[src/rtl/alu_cmd_sequencer.sv]
// Command FIFO plus issue FSM driving the alu_top start/done handshake, with per-command timeout.
// Optional macro ALU_SEQ_DIV0_GUARD_EN answers div-by-zero locally without starting the ALU.
module alu_cmd_sequencer #(
  parameter int unsigned CMD_DEPTH = 4,
  parameter int unsigned TIMEOUT   = 64,
  parameter int unsigned CNT_W     = 8
) (
  input  logic                         clk,
  input  logic                         reset,
  input  logic                         cmd_valid,
  output logic                         cmd_ready,
  input  logic [1:0]                   cmd_op,
  input  logic [7:0]                   cmd_a,
  input  logic [7:0]                   cmd_b,
  output logic                         rsp_valid,
  input  logic                         rsp_ready,
  output logic [15:0]                  rsp_result,
  output logic [1:0]                   rsp_op,
  output logic                         rsp_err,
  output logic                         alu_start,
  output logic [1:0]                   alu_op_code,
  output logic [7:0]                   alu_operand_A,
  output logic [7:0]                   alu_operand_B,
  input  logic [15:0]                  alu_result,
  input  logic                         alu_done,
  output logic                         busy,
  output logic [$clog2(CMD_DEPTH):0]   fifo_count
);

  localparam int unsigned PTR_W = $clog2(CMD_DEPTH);

  localparam logic [1:0] IDLE  = 2'd0;
  localparam logic [1:0] ISSUE = 2'd1;
  localparam logic [1:0] WAIT  = 2'd2;
  localparam logic [1:0] RESP  = 2'd3;

  logic [17:0]      mem [CMD_DEPTH];
  logic [PTR_W-1:0] wr_ptr_q, rd_ptr_q;
  logic [PTR_W:0]   count_q;
  logic             full, empty, push, pop;
  logic [17:0]      head;
  logic             head_div0;

  logic [1:0]       state_q, state_d;
  logic [CNT_W-1:0] cnt_q;
  logic             done_prev_q;
  logic             done_edge, timeout_hit;
  logic [1:0]       op_q;
  logic [7:0]       a_q, b_q;
  logic [15:0]      result_q;
  logic             err_q;

  assign full      = (count_q == (PTR_W+1)'(CMD_DEPTH));
  assign empty     = (count_q == '0);
  assign cmd_ready = !full;
  assign push      = cmd_valid && cmd_ready;
  assign pop       = (state_q == IDLE) && !empty;
  assign head      = mem[rd_ptr_q];

`ifdef ALU_SEQ_DIV0_GUARD_EN
  assign head_div0 = (head[17:16] == 2'b11) && (head[7:0] == 8'h00);
`else
  assign head_div0 = 1'b0;
`endif

  always_ff @(posedge clk) begin
    if (push) mem[wr_ptr_q] <= {cmd_op, cmd_a, cmd_b};
  end

  always_ff @(posedge clk or negedge reset) begin
    if (!reset) begin
      wr_ptr_q <= '0;
      rd_ptr_q <= '0;
      count_q  <= '0;
    end else begin
      if (push) wr_ptr_q <= wr_ptr_q + PTR_W'(1);
      if (pop)  rd_ptr_q <= rd_ptr_q + PTR_W'(1);
      case ({push, pop})
        2'b10:   count_q <= count_q + (PTR_W+1)'(1);
        2'b01:   count_q <= count_q - (PTR_W+1)'(1);
        default: count_q <= count_q;
      endcase
    end
  end

  // Rising-edge detect works for pulse and level done; a level left high is masked by ISSUE.
  assign done_edge   = alu_done && !done_prev_q;
  assign timeout_hit = (cnt_q == CNT_W'(TIMEOUT - 1));

  always_comb begin
    state_d = state_q;
    case (state_q)
      IDLE:    if (!empty) state_d = head_div0 ? RESP : ISSUE;
      ISSUE:   state_d = WAIT;
      WAIT:    if (done_edge || timeout_hit) state_d = RESP;
      RESP:    if (rsp_ready) state_d = IDLE;
      default: state_d = IDLE;
    endcase
  end

  always_ff @(posedge clk or negedge reset) begin
    if (!reset) begin
      state_q     <= IDLE;
      cnt_q       <= '0;
      done_prev_q <= 1'b0;
      op_q        <= '0;
      a_q         <= '0;
      b_q         <= '0;
      result_q    <= '0;
      err_q       <= 1'b0;
    end else begin
      state_q     <= state_d;
      done_prev_q <= (state_q == ISSUE) ? 1'b1 : alu_done;
      if (pop) begin
        op_q  <= head[17:16];
        a_q   <= head[15:8];
        b_q   <= head[7:0];
        cnt_q <= '0;
        if (head_div0) begin
          result_q <= 16'hFFFF;
          err_q    <= 1'b1;
        end
      end else if (state_q == WAIT) begin
        if (done_edge) begin
          result_q <= alu_result;
          err_q    <= 1'b0;
        end else if (timeout_hit) begin
          result_q <= 16'h0000;
          err_q    <= 1'b1;
        end else begin
          cnt_q <= cnt_q + CNT_W'(1);
        end
      end
    end
  end

  assign alu_start     = (state_q == ISSUE);
  assign alu_op_code   = op_q;
  assign alu_operand_A = a_q;
  assign alu_operand_B = b_q;
  assign rsp_valid     = (state_q == RESP);
  assign rsp_result    = result_q;
  assign rsp_op        = op_q;
  assign rsp_err       = err_q;
  assign busy          = (state_q != IDLE);
  assign fifo_count    = count_q;

endmodule

[config.mk]
export PLATFORM = sky130hd
export DESIGN_NAME = alu_cmd_sequencer
export DESIGN_NICKNAME = d
export VERILOG_FILES = /design/src/rtl/alu_cmd_sequencer.sv
export SDC_FILE = /design/constraint.sdc
export NUM_CORES = 1
export LEC_CHECK = 0
export CAP_MARGIN = 20
export CORE_UTILIZATION = 53
export CTS_CLUSTER_DIAMETER = 50
export DETAILED_ROUTE_END_ITERATION = 6
export GPL_TIMING_DRIVEN = 0
export PLACE_DENSITY = 0.87
export SLEW_MARGIN = 20
export SYNTH_ARGS = -nofsm -noshare
export SYNTH_HDL_FRONTEND = slang
export SYNTH_SLANG_ARGS = --single-unit
[constraint.sdc]
create_clock -name clk -period 3.4 [get_ports clk]
set_clock_uncertainty 0.1 [all_clocks]
set_input_delay 0.68 -clock clk [delete_from_list [all_inputs] [get_ports clk]]
set_output_delay 0.68 -clock clk [all_outputs]
set_load 0.01 [all_outputs]
==> flow_summary.ini <==
[critical_path]
cp_max_fo = 10
cp.arrival_ps = 3140
crit_required_ps = 3730
start_kind = flip-flop
r2r_slack_ps = 580
setup.worst_path.class = flip-flop to flip-flop
r2r_end = fifo_count[2]$_DFFE_PN0P_
rr_worst_depth = 11
r2r-start = state_q[0]$_DFFE_PN0P_
endpoint_kind = flip-flop

[global_routing]
gr-total-overflow = 0
grt_pass1_vias = 3113
antenna_found_initial = 0
grt_pass1_wl_um = 15900
grt_usage = 0.2211
grt_max_degree = 54

[sta]
maxSlewViolCount = 0
fin_crit_ps = 2817
finalCritPeriodShare = 0.8284
rsz0062_at_grt = no
fmax_ghz = 0.3550
tightest_slew_ps = 1016
hold_viol = 0
setup_viol = 0
slew_headroom = 0.3229

[clocking]
cts_made_buffers = 17
cts_hold_buf = 0
insertion_delay_ps = 510
clk_path_buf_depth = 2
clk_pin_slew_ps = 60
cts-htree-levels = 4
ctsResizeCount = 0
cts_setup_buffers = 0
root_buffer = clkbuf_8
cts_tree = built
cts.sink_count = 125

[layout]
ff_latch_area_um2 = 3488
fin_util = 0.7288
nets = 469
final_cell_mix = 81 x clkdlybuf4s50_1, 72 x edfxtp_1, 58 x nand2_1
area_growth_pct = 30.35
layout-drive-gt1-share = 0.1624
final_common_cell = clkdlybuf4s50_1
num-fill-cells = 555
stdcell_area_um2 = 6480
diodes = 0
multi_input_area_um2 = 1356

[place]
portBuffers = 82
gp_congestion = 0.7277
place_area_um2 = 5924
hpwl_um = 6461

[synth]
synth_area_um2 = 4971
synth_flop_cell = edfxtp_1
synth_edf_count = 72
syn_nets = 368
avgSynthCellArea_um2 = 15.68
ys_seq_area_frac = 0.7017
syn_inst = 317
async_reset_ff_frac = 0.4240
ys_ff_latch = 125
ys_warn_count = 0
synthDistinctLibCells = 41

[floorplanning]
core_area_um2 = 8891
start_util = 0.5591
dieArea_um2 = 9770
chipWidth_um = 98.85
io_pins = 83
fp-row-count = 34
die_h_um = 98.85

[drt]
postRouteAntennaNets = 0
drc = 0
drtIter0Drc = 123
vias = 2977
wirelength_um = 9799
first_pass_iters = 4
routed_via_density = 5.523
wl_per_cell_um = 18.18

[hold_path]
hold_path.class = primary input to async pin

[power]
p_leak_nw = 2.600
power_density_nw_per_um2 = 927.7
ir_worst_vdd_v = 0.0006493
p_total_mw = 6.012

[flow_run]
max-cap-violations = 0

[outcome]
status = finished, final reports clean
cell type report:
class | count | share of cell area
plain buffers | 14 | 0.01197
clock buffers | 18 | 0.06449
clock inverters | 14 | 0.02124
inverters | 13 | 0.007530
multi-input cells | 165 | 0.2093
flip-flops and latches | 125 | 0.5383
well taps | 108 | 0.02085
repair buffers | 82 | 0.1263
state kept, by name, summed over array words and instances (netlist names), 3 cells and up:
register and cells:
mem 72, rsp_result 16, alu_operand_A 8, alu_operand_B 8, cnt_q 8, fifo_count 3
layer usage:
layer	GRT usage	vias to the layer above	wire [um]
met1	0.2727	1469	4019
li1	-	1373	-
met5	0	-	0
met4	0.08840	0	163
met3	0.05887	12	737
met2	0.3739	123	4878
logic make-up (layout without fill, tap and decap cells):
group	after synthesis	in the layout	share of synthesized area
flops	125	125	0.7017
xor+xnor	8	8	0.01410
compound gates	34	34	0.05512
mux	20	20	0.08608
simple gates	91	91	0.08583
buf+inv	27	141	0.02542
fa+ha+maj	12	12	0.03171
critical path, stage by stage (launching register included):
cell      delay, ps
dfrtp_1         420
inv_1           120
ha_1            240
o31ai_4         150
inv_2           190
clkbuf_1        400
ha_1            270
inv_1            60
fa_1            370
xor2_1          150
nor2_1          110
xor2_1          150
power by group:
part	total (mW)	internal, mW	switching [mW]
registers	2.31	2.08	0.225
clock network	1.66	0.984	0.678
logic	2.04	1.03	1.01
total	6.01	4.10	1.91
through the flow:
stage / hold slack [ps] / setup TNS (ps) / setup slack [ps] / instances
6_report: 116.2 / 0 / 583.3 / 539
5_1_grt: 161.4 / 0 / 375.6 / 539
4_1_cts: 125.2 / 0 / 537.3 / 539
3_5_place_dp: 364.6 / 0 / 563.8 / 507
3_3_place_gp: 359.9 / -978.8 / -21.74 / 507
2_1_floorplan: 284.4 / 0 / 968.9 / 317
worst max path at each step:
stage | start | endpoint | slack [ps] | cells past startpoint
3_5_place_dp | state_q[0]$_DFFE_PN0P_ | fifo_count[2]$_DFFE_PN0P_ | 560 | 11
4_1_cts | state_q[0]$_DFFE_PN0P_ | fifo_count[2]$_DFFE_PN0P_ | 540 | 11
2_1_floorplan | state_q[0]$_DFFE_PN0P_ | fifo_count[2]$_DFFE_PN0P_ | 970 | 11
3_3_place_gp | reset | alu_operand_A[4]$_DFFE_PN0N_ | -20 | 1
6_report | state_q[0]$_DFFE_PN0P_ | fifo_count[2]$_DFFE_PN0P_ | 580 | 11
5_1_grt | state_q[0]$_DFFE_PN0P_ | fifo_count[2]$_DFFE_PN0P_ | 380 | 11
cells in the mapped netlist, types with 2 or more instances:
cell type  count  area, um^2
a21oi_1        3       15.01
a22o_1        17       148.9
a31oi_1        2       12.51
and3_1         7       43.79
buf_2          8       40.04
buf_4          2       15.01
clkbuf_1       3       11.26
dfrtp_1       53        1326
edfxtp_1      72        2162
ha_1          11       137.6
inv_1         12       45.04
mux2_2         2       22.52
mux4_2        18       405.4
nand2_1       58       217.7
nand3_1        6       30.03
nand4_1        2       12.51
nor2_1         5       18.77
o21ai_0        6       30.03
or3_1          2       12.51
xnor2_1        5       43.79
xor2_1         3       26.28
No activity file was read; power rests on OpenSTA's default activity.
